==> config.mk <==
export PLATFORM = sky130hd
export DESIGN_NAME = shreg_univ_al_seq
export DESIGN_NICKNAME = d
export VERILOG_FILES = /design/src/rtl/shreg_univ_al_seq.sv
export SDC_FILE = /design/constraint.sdc
export NUM_CORES = 1
export LEC_CHECK = 0
export BUFFER_PORTS_ARGS = -buffer_cell sky130_fd_sc_hd__clkbuf_2
export CORE_AREA = 5 5 46 48
export DETAILED_ROUTE_END_ITERATION = 10
export DIE_AREA = 0 0 51 53
export GPL_ROUTABILITY_DRIVEN = 0
export PLACE_DENSITY_LB_ADDON = 0.1
export SLEW_MARGIN = 40
export SYNTH_ARGS = -nofsm -noshare
export SYNTH_HDL_FRONTEND = slang
export SYNTH_SLANG_ARGS = --single-unit
==> constraint.sdc <==
create_clock -name clk -period 2.8 [get_ports clk]
set_clock_uncertainty 0.05 [all_clocks]
set_input_delay 0.14 -clock clk [delete_from_list [all_inputs] [get_ports clk]]
set_output_delay 0.14 -clock clk [all_outputs]
set_load 0.03 [all_outputs]
==> src/rtl/shreg_univ_al_seq.sv <==
// Universal shift register with eight manual modes and a built-in WIDTH-cycle serializer.
// Optional feature macro: SHREG_UNIV_PARITY_EN adds parity_out, the XOR of bits received per transfer.
module shreg_univ_al_seq #(
  parameter int               WIDTH     = 8,
  parameter bit               LSB_FIRST = 1'b0,
  parameter logic [WIDTH-1:0] RESET_VAL = '0
) (
  input  logic             clk,
  input  logic             reset_al_in,
  input  logic             en_in,
  input  logic [2:0]       mode_in,
  input  logic [WIDTH-1:0] d_in,
  input  logic             ser_in,
  input  logic             start_in,
  output logic [WIDTH-1:0] q_out,
  output logic             ser_out,
  output logic             busy_out,
  output logic             done_out
`ifdef SHREG_UNIV_PARITY_EN
  ,
  output logic             parity_out
`endif
);

  localparam int CW = (WIDTH > 1) ? $clog2(WIDTH) : 1;
  localparam logic [CW-1:0] LAST = CW'(WIDTH - 1);

  typedef enum logic [2:0] {
    MODE_HOLD  = 3'b000,
    MODE_LOAD  = 3'b001,
    MODE_SHL   = 3'b010,
    MODE_SHR   = 3'b011,
    MODE_ROTL  = 3'b100,
    MODE_ROTR  = 3'b101,
    MODE_SET   = 3'b110,
    MODE_CLR   = 3'b111
  } mode_e;

  logic [CW-1:0]    cnt;
  logic [CW-1:0]    cnt_nxt;
  logic [WIDTH-1:0] q_nxt;
  logic [WIDTH-1:0] ser_shift;
  logic             busy_nxt;
  logic             done_nxt;
  logic             last_bit;

  assign ser_out   = LSB_FIRST ? q_out[0] : q_out[WIDTH-1];
  // The serializer always moves data toward the ser_out end and refills from ser_in.
  assign ser_shift = LSB_FIRST ? {ser_in, q_out[WIDTH-1:1]} : {q_out[WIDTH-2:0], ser_in};
  assign last_bit  = busy_out && (cnt == LAST);

  always_comb begin
    q_nxt    = q_out;
    busy_nxt = busy_out;
    done_nxt = 1'b0;
    cnt_nxt  = cnt;
    if (busy_out) begin
      q_nxt = ser_shift;
      if (cnt == LAST) begin
        busy_nxt = 1'b0;
        done_nxt = 1'b1;
        cnt_nxt  = '0;
      end else begin
        cnt_nxt = cnt + 1'b1;
      end
    end else if (start_in) begin
      q_nxt    = d_in;
      busy_nxt = 1'b1;
      cnt_nxt  = '0;
    end else begin
      case (mode_e'(mode_in))
        MODE_HOLD: q_nxt = q_out;
        MODE_LOAD: q_nxt = d_in;
        MODE_SHL:  q_nxt = {q_out[WIDTH-2:0], ser_in};
        MODE_SHR:  q_nxt = {ser_in, q_out[WIDTH-1:1]};
        MODE_ROTL: q_nxt = {q_out[WIDTH-2:0], q_out[WIDTH-1]};
        MODE_ROTR: q_nxt = {q_out[0], q_out[WIDTH-1:1]};
        MODE_SET:  q_nxt = '1;
        MODE_CLR:  q_nxt = '0;
        default:   q_nxt = q_out;
      endcase
    end
  end

  // A disabled edge freezes everything but still retires a pending done pulse.
  always_ff @(posedge clk or negedge reset_al_in) begin
    if (!reset_al_in) begin
      q_out    <= RESET_VAL;
      busy_out <= 1'b0;
      done_out <= 1'b0;
      cnt      <= '0;
    end else if (en_in) begin
      q_out    <= q_nxt;
      busy_out <= busy_nxt;
      done_out <= done_nxt;
      cnt      <= cnt_nxt;
    end else begin
      done_out <= 1'b0;
    end
  end

`ifdef SHREG_UNIV_PARITY_EN
  logic parity_acc;

  // parity_out is published on the completion edge and then held until the next one.
  always_ff @(posedge clk or negedge reset_al_in) begin
    if (!reset_al_in) begin
      parity_acc <= 1'b0;
      parity_out <= 1'b0;
    end else if (en_in) begin
      if (busy_out) begin
        parity_acc <= last_bit ? 1'b0 : (parity_acc ^ ser_in);
        if (last_bit) begin
          parity_out <= parity_acc ^ ser_in;
        end
      end else if (start_in) begin
        parity_acc <= 1'b0;
      end
    end
  end
`else
  logic unused_last_bit;
  assign unused_last_bit = last_bit;
`endif

endmodule

==> out/metrics.yaml, run 1 <==
synth.lib_cells_used.distinct: 29
reg2regPathDepth: 5
fmaxAchievable_mhz: 552
layout_worst_path_cycle_share: 0.647
layout_common_cells: "26 x clkbuf_2, 14 x a21oi_1, 13 x dfrtp_1"
syn-num-nets: 117
total_power_w: 0.000889
finalSetupViolCount: 0
clk_transition_reported_paths_ns: 0.08
max_slew.worst_pin.slew_ns: 0.419
r2r-end: "q_out[2]"
critical_path_type: "reg -> reg"
tritoncts: "built"
numPortBuffers: 26
multi_input_combinational_cell_area_um2: 470
nNetsFinal: 142
muxShareOfSynthArea: 0
post_cts.repair.setup_buffers: 0
post-route-min-period_ns: 1.81
vias: 852
worst_path_max_delay_cell: "or4_1"
wire_per_inst_um: 14.1
finalCoreUtilization: 0.596
syn_area_um2: 845
post-place-cells: 135
detailedRoute.firstIterationViolations: 21
initial_antenna_violation_count: 0
final_max_slew_viol_count: 0
crit_chain: "buf_4, or4_1, o21a_2, o311ai_0, o21a_1"
number_of_maximum_capacitance_violations: 0
worstSetupEndpointType: "register"
setup_tns_ns: 0
antenna_left: 0
final.setup.worst_slack_ns: 0.989
timing.hold.worst.start: "ser_in"
dp.final_hpwl_mm: 1.38
cts_repair_resize_count: 0
die_area_um2: 2700
start_util: 0.506
synth_area_per_cell_um2: 8.53
regArea_um2: 325
crit_arrival_ns: 1.98
cts-hold-fix-buffers: 1
ys.warnings.count: 0
worstSetupEndpoint: "q_out[2]"
timing.critical_path.fanout_max: 23
result_of_the_run: "completed"
synth_area_in_xor_xnor: 0.0104
hold_viol_final: 0
drt-total-wl_mm: 1.98
overflow: 0
leading_cell_type_in_the_layout_fill_and_taps_excluded: "clkbuf_2"
die_w_um: 51
final_cell_count_no_fill: 140
dp_worst_setup_slack_ns: 1.00
cts_made_buffers: 3
rows: 15
crit_required_ns: 2.97
grt_start_max_net_pins: 24
length_of_the_first_detailed_routing_pass_in_iterations: 4
h-tree-depth: 1
synth.yosys.seq_area_share: 0.385
leakage_nw: 0.456
top_level_ports: 27
grt_use_total: 0.161
complex_gate_fraction_of_the_synthesized_area: 0.364
internal_reg_to_reg_setup_slack_ns: 0.99
ctsLongestPathBuffers: 2
pwr_dens_nw_per_um2: 892
core_um2: 1670
synth_simple_gate_area_frac: 0.153
maxSlewHeadroom: 0.720
synth-seq-cells: 13
vdd_ir_drop_max_mv: 0.513
cts_root_buffer: "clkbuf_4"
max_stage_delay_ns: 0.52
antenna-diode-count: 0
first_pass_grt_wire_length_mm: 3.17
layout.filler_cells: 166
post_synth_fa_ha_maj_area_fraction: 0.0296
cts.sinks: 13
crit-reg2reg-launch: "busy_out"
post_route_drc: 0
setup.worst_path.start: "busy_out"
clkLatencyLatePin_ns: 0.28
dieHeight_um: 53
postSynthCellCount: 99
synth_top_family_by_area: "compound AO/OA/AOI/OAI gates"
setup.worst_path.start_class: "register"
area_growth_pct: 17.9
hp-class: "in -> reg"
post_drt_via_cell_ratio: 6.09
first_global_vias: 680
unrepaired_setup_endpoints_after_global_routing: "no"
drive_gt1_frac: 0.268
[final cells by class]
| type | instances | share of cell area |
|---|---|---|
| timing repair buffer | 28 | 0.148 |
| inverter | 1 | 0.00377 |
| clock buffer | 3 | 0.0226 |
| clock inverter | 1 | 0.00503 |
| multi-input combinational | 77 | 0.472 |
| tap | 17 | 0.0214 |
| sequential | 13 | 0.327 |
[registers in the layout, indices dropped and copies added, names as in the netlist]
signal / flops
q_out: 8
cnt: 3
busy_out: 1
done_out: 1
[cell usage after synthesis]
library cell,instances,share of area
buf_6,1,0.013
a21oi_1,14,0.083
a211oi_1,1,0.0089
o21ai_0,8,0.047
and3_1,1,0.0074
o311ai_0,6,0.062
a31oi_1,2,0.015
nand2_1,9,0.040
o21a_1,7,0.062
dfrtp_1,13,0.39
a21boi_1,1,0.0089
nor3b_1,2,0.018
or3_1,1,0.0074
inv_1,1,0.0044
nor2_1,11,0.049
buf_2,3,0.018
o21ba_2,1,0.012
buf_4,1,0.0089
a32o_1,3,0.036
o221ai_1,1,0.010
xnor2_1,1,0.010
nand2b_1,1,0.0074
o21a_2,1,0.010
o21bai_1,1,0.0089
clkbuf_1,3,0.013
ha_1,2,0.030
or4_1,1,0.0089
nor4_1,1,0.0074
nor2b_1,1,0.0074
[worst min-delay path by stage]
stage / endpoint / cells after the start
5_1_grt: q_out[0] / 3
2_1_floorplan: busy_out / 0
4_1_cts: q_out[0] / 3
6_report: q_out[0] / 3
3_3_place_gp: done_out / 1
3_5_place_dp: done_out / 1
[per-layer routing]
metal  global-route usage  part of all wire  up-vias
li1                     -                 -      420
met1                0.227              0.51      400
met2                0.221              0.40       27
met3               0.0366             0.071        5
met4               0.0942             0.021        0
met5                    0                 0        -
[kinds of logic (layout without fill, tap and decap cells)]
group | after synthesis | after routing
buf+inv | 9 | 33
compound gates | 46 | 46
fa+ha+maj | 2 | 2
simple gates | 28 | 28
flops | 13 | 13
xor+xnor | 1 | 1
[worst max-delay path: cells and delay by family (launching register included)]
kind	cells	cell delay (ns)
AO/OA/AOI/OAI	3	0.60
flip-flops	1	0.37
buffers and inverters	1	0.20
AND/OR/NAND/NOR	1	0.52
[per-stage QoR]
stage          hold WS (ns)  instance area, µm²
3_3_place_gp        0.00552                 958
4_1_cts              0.0709                 996
5_1_grt              0.0775                 996
3_5_place_dp        0.00882                 958
2_1_floorplan        -0.206                 845
6_report             0.0793                 996
[where the power goes]
| group | leakage, nW | switching [W] | internal [W] |
|---|---|---|---|
| clock network | 0.0177 | 0.0000658 | 0.0000531 |
| registers | 0.145 | 0.0000806 | 0.000261 |
| logic | 0.293 | 0.000266 | 0.000163 |
Power figures use the tool's default switching activity.
==> run 2, diff against run 1 <==
- CORE_AREA: 5 5 46 48 -> 5 5 50 52
- DIE_AREA: 0 0 51 53 -> 0 0 55 57
- clock period: 2.8 -> 1.57 ns (I/O delays scaled with it)
==> out/metrics.yaml, run 2 (synthesized netlist as in run 1, its figures left out) <==
critical_path_type: "reg -> reg"
nNetsFinal: 149  # +4.9%
overflow: 0  # unchanged
power.clock.fraction: 0.128  # -0.006
reg.largest.list: "q_out (8), cnt (3)"
global_route.peak_usage_layer: "met1"
max_slew.worst_pin.slew_ns: 0.352  # -0.0677 ns
clkLatencyLatePin_ns: 0.28  # about the same
die_area_um2: 3140  # +16%
swShare: 0.459  # -0.00457
length_of_the_first_detailed_routing_pass_in_iterations: 4  # unchanged
vias: 845  # -0.82%
post_route_drc: 0  # unchanged
layout_worst_path_cycle_share: 0.950  # +0.303
regArea_um2: 327  # +0.38%
leakage_nw: 0.491  # +7.6%
final_max_slew_viol_count: 0  # unchanged
final_cell_count_no_fill: 158  # +13%
share_comb_of_total_power: 0.498  # +0.016
detailedRoute.firstIterationViolations: 24  # +14%
timing.critical_path.fanout_max: 16  # -30%
area_growth_pct: 26.7
rows: 17  # +2
die_w_um: 55  # +7.8%
pwr-share-seq: 0.374  # -0.010
gr-usage-met3: 0.0313  # -0.00529
first_global_vias: 795  # +17%
dieHeight_um: 57  # +7.5%
worst_path_max_delay_cell: "or4_1"
post-place-cells: 153  # +13%
finalSetupViolCount: 0  # unchanged
maxSlewHeadroom: 0.763  # +0.0433
cts_root_buffer: "clkbuf_4"
ctsLongestPathBuffers: 2  # unchanged
fmaxAchievable_mhz: 671  # +21%
worstSetupEndpointType: "register"
grt.met2_usage: 0.213  # -0.00819
max_flop_register: "q_out"
antenna_left: 0  # unchanged
hold-worst-slack_ns: 0.0275  # -0.0518 ns
first_pass_grt_wire_length_mm: 3.68  # +16%
max_stage_delay_ns: 0.41  # -0.11 ns
hold_viol_final: 0  # unchanged
p_sw_w: 0.000744  # +81%
core_um2: 2060  # +24%
crit_arrival_ns: 1.66  # -0.32 ns
number_of_maximum_capacitance_violations: 0  # unchanged
hp-class: "in -> reg"
crit_required_ns: 1.74  # -1.23 ns
grt_start_max_net_pins: 23  # -4.2%
antenna-diode-count: 0  # unchanged
drt-total-wl_mm: 2.18  # +10%
h-tree-depth: 1  # unchanged
dp.final_hpwl_mm: 1.64  # +19%
initial_antenna_violation_count: 0  # unchanged
tritoncts: "built"
layout_common_cells: "26 x clkbuf_2, 14 x a21oi_1, 12 x dfrtp_1"
leading_cell_type_in_the_layout_fill_and_taps_excluded: "clkbuf_2"
crit_chain: "or4_1, o21a_4, o311ai_0, o21a_1"
top_level_ports: 27  # unchanged
finalCoreUtilization: 0.518  # -0.0778
reg2regPathDepth: 4  # -1
max_reg_flops: 8  # unchanged
unrepaired_setup_endpoints_after_global_routing: "no"
worst_hold_depth: 3  # unchanged
drive_gt1_frac: 0.315  # +0.0471
wire_per_inst_um: 13.8  # -2.2%
result_of_the_run: "completed"
post_drt_via_cell_ratio: 5.35  # -12%
start_util: 0.409  # -0.0963
multi_input_combinational_cell_area_um2: 477  # +1.3%
clk_transition_reported_paths_ns: 0.08  # about the same
post-route-min-period_ns: 1.49  # -0.320 ns
numPortBuffers: 26  # unchanged
global_routing_met1_resource_utilization: 0.245  # +0.0189
power_report.internal_total_w: 0.000877  # +84%
cts_made_buffers: 3  # unchanged
pwr_dens_nw_per_um2: 1520  # +70%
setup.worst_path.start_class: "register"
cts.sinks: 13  # unchanged
layout.filler_cells: 217  # +31%
vdd_ir_drop_max_mv: 0.922  # +80%
grt_use_total: 0.157  # -0.00390
[run 2: cell count changes in the layout (fill, tap and decap cells not counted)]
| cell | before | now |
|---|---|---|
| buf_4 | 1 | 8 |
| dfrtp_1 | 13 | 12 |
| dfrtp_2 | 0 | 1 |
| o21a_2 | 1 | 0 |
| o21a_4 | 0 | 1 |
[run 2: worst paths after layout]
kind	from	to	slack [ns]
hold reg to reg	cnt[1]	cnt[1]	0.45
hold / removal	ser_in	q_out[0]	0.03
setup / recovery	busy_out	q_out[1]	0.08
min in group asynchronous	reset_al_in	cnt[0]	0.18
max in group asynchronous	reset_al_in	busy_out	1.03
setup reg to reg	busy_out	q_out[1]	0.08
[run 2: area by class of cell]
class / count / area share
clock buffers: 3 / 0.0211
well taps: 28 / 0.0327
multi-input cells: 77 / 0.446
flip-flops and latches: 13 / 0.305
clock inverters: 1 / 0.00468
inverters: 1 / 0.00351
repair buffers: 35 / 0.187
[run 2: what timing repair did]
item	CTS	global route
endpoints found under the setup margin	0	5
hold buffers	1	0
setup buffers	0	0
endpoints found under the hold margin	13	0
resized for setup	0	1
[run 2: power groups by stage]
stage	clock (W)	combinational, W	sequential [W]
global placement	0	0.000800	0.000611
CTS	0.000214	0.000815	0.000609
finish	0.000208	0.000808	0.000606
floorplan	0	0.000388	0.000779
global route	0.000232	0.000903	0.000636
detailed placement	0	0.000811	0.000616
[run 2: stage by stage]
| step | total power, W | worst slack (ns) | TNS [ns] | instance area (µm²) |
|---|---|---|---|---|
| final | 0.00162 | 0.0787 | 0 | 1070 |
| after global routing | 0.00177 | 0.000940 | 0 | 1070 |
| after CTS | 0.00164 | 0.0381 | 0 | 1060 |
| after detailed placement | 0.00143 | 0.0659 | 0 | 1030 |
| after global placement | 0.00141 | 0.0916 | 0 | 1030 |
| after floorplan | 0.00117 | -0.00828 | -0.0497 | 846 |
[run 2: worst max-delay path: cells and delay by family (launching register included)]
kind / cells / cell delay, ns
AOI/OAI and AO/OA: 3 / 0.56
and+or+nand+nor: 1 / 0.41
DFF: 1 / 0.40
[run 2: routing by layer]
layer	share of wire	up-vias
met2	0.43	24
met3	0.050	4
li1	-	435
met5	0	-
met1	0.50	382
met4	0.012	0
==> run 3, diff against run 2 <==
- CELL_PAD_IN_SITES_DETAIL_PLACEMENT: default -> 2
- CELL_PAD_IN_SITES_GLOBAL_PLACEMENT: default -> 2
- CORE_AREA: 5 5 50 52 -> 5 5 65 67
- DIE_AREA: 0 0 55 57 -> 0 0 70 72
- GPL_ROUTABILITY_DRIVEN: 0 -> default
==> out/metrics.yaml, run 3 (synthesized netlist as in run 1, its figures left out) <==
pwr-share-seq: 0.379  # +0.005
wire_per_inst_um: 16.6  # +21%
length_of_the_first_detailed_routing_pass_in_iterations: 4  # unchanged
grt_use_total: 0.124  # -0.0335
pwr_dens_nw_per_um2: 1510  # -0.20%
max_slew.worst_pin.slew_ns: 0.375  # +0.0233 ns
swShare: 0.476  # +0.0171
initial_antenna_violation_count: 0  # unchanged
result_of_the_run: "completed"
fmaxAchievable_mhz: 670  # -0.14%
critical_path_type: "reg -> reg"
layout_worst_path_cycle_share: 0.951  # +0.00131
grt_start_max_net_pins: 23  # unchanged
h-tree-depth: 1  # unchanged
clk_transition_reported_paths_ns: 0.09  # about the same
dp.final_hpwl_mm: 1.98  # +21%
hold-worst-slack_ns: 0.0289  # +0.00136 ns
dieHeight_um: 72  # +26%
reg.largest.list: "q_out (8), cnt (3)"
area_growth_pct: 29.3
layout_common_cells: "26 x clkbuf_2, 14 x a21oi_1, 12 x dfrtp_1"
antenna-diode-count: 0  # unchanged
finalWeightedCongestion: 0.760
leakage_nw: 0.485  # -1.1%
leading_cell_type_in_the_layout_fill_and_taps_excluded: "clkbuf_2"
post_drt_via_cell_ratio: 5.02  # -6.2%
p_sw_w: 0.000787  # +5.7%
vdd_ir_drop_max_mv: 0.522  # -43%
cts.sinks: 13  # unchanged
internal_reg_to_reg_setup_slack_ns: 0.08  # about the same
drt-total-wl_mm: 2.95  # +35%
nNetsFinal: 148  # -0.67%
maxSlewHeadroom: 0.747  # -0.0157
rows: 22  # +5
top_signal_layer_used: "met4"
cts_made_buffers: 3  # unchanged
max_reg_flops: 8  # unchanged
die_w_um: 70  # +27%
routedLengthMet1_mm: 1.49  # +36%
post-route-min-period_ns: 1.49  # +0.00206 ns
wl_met3_um: 101  # -8.2%
worstSetupEndpointType: "register"
cts_root_buffer: "clkbuf_4"
core_um2: 3580  # +73%
overflow: 0  # unchanged
post-place-cells: 171  # +12%
hold_viol_final: 0  # unchanged
crit_required_ns: 1.70  # -0.04 ns
setup.worst_path.start_class: "register"
timing.critical_path.fanout_max: 8  # -8
unrepaired_setup_endpoints_after_global_routing: "no"
number_of_maximum_capacitance_violations: 0  # unchanged
start_util: 0.236  # -0.173
die_area_um2: 5040  # +61%
final_max_slew_viol_count: 0  # unchanged
share_comb_of_total_power: 0.486  # -0.012
post_route_drc: 0  # unchanged
max_flop_register: "q_out"
power.clock.fraction: 0.135  # +0.007
finalCoreUtilization: 0.305  # -0.213
wl_met2_mm: 1.32  # +40%
drive_gt1_frac: 0.318  # +0.00244
hp-class: "in -> reg"
clkLatencyLatePin_ns: 0.29  # about the same
top_level_ports: 27  # unchanged
final_cell_count_no_fill: 177  # +12%
first_global_vias: 980  # +23%
power_report.internal_total_w: 0.000866  # -1.3%
vias: 888  # +5.1%
finalSetupViolCount: 0  # unchanged
antenna_left: 0  # unchanged
tritoncts: "built"
crit_arrival_ns: 1.63  # -0.03 ns
ctsLongestPathBuffers: 2  # unchanged
detailedRoute.firstIterationViolations: 43  # +79%
numPortBuffers: 26  # unchanged
first_pass_grt_wire_length_mm: 4.97  # +35%
-- run 3: power groups by stage --
stage / logic (W) / registers [W] / clock network (W)
finish: 0.000803 / 0.000626 / 0.000223
global route: 0.000908 / 0.000659 / 0.000248
CTS: 0.000817 / 0.000630 / 0.000234
detailed placement: 0.000809 / 0.000635 / 0
global placement: 0.000781 / 0.000626 / 0
floorplan: 0.000388 / 0.000779 / 0
-- run 3: through the flow --
stage          cell area, µm²  setup slack [ns]  TNS, ns  total power, W
2_1_floorplan             846          -0.00828  -0.0497         0.00117
3_3_place_gp             1040            0.0676        0         0.00141
4_1_cts                  1080            0.0319        0         0.00168
3_5_place_dp             1040            0.0178        0         0.00144
6_report                 1090            0.0767        0         0.00165
5_1_grt                  1090           0.00109        0         0.00181
-- run 3: cell type report --
type                    instances  area (µm²)
multi-input cells              78         489
flip-flops and latches         13         327
clock buffers                   3        22.5
fillers                       434        2490
inverters                       1        3.75
repair buffers                 33         185
clock inverters                 1        5.00
well taps                      48        60.1
-- run 3: repair_timing --
action,in CTS,in global routing
endpoints found under the hold margin,13,0
setup endpoints to repair,1,5
hold buffers,1,0
pin swaps,0,1
buffers inserted,0,0
cloned,0,1
gates resized for setup,1,1
-- run 3: layer usage --
metal	global-route usage	up-vias
li1	-	431
met5	0	-
met3	0.0208	4
met4	0.0447	0
met1	0.160	430
met2	0.208	23
-- run 3: worst max-delay path, cell delays in order (launching register included) --
cell and delay [ns]:
dfrtp_2 0.42, or4_4 0.43, o21a_2 0.29, o21a_1 0.20
-- run 3: worst paths after layout --
check	cells past startpoint	end	from
max	3	q_out[6]	busy_out
min	3	q_out[0]	ser_in
max reg2reg	3	q_out[6]	busy_out
min reg2reg	1	cnt[1]	cnt[1]
max in group asynchronous	2	busy_out	reset_al_in
min in group asynchronous	2	done_out	reset_al_in
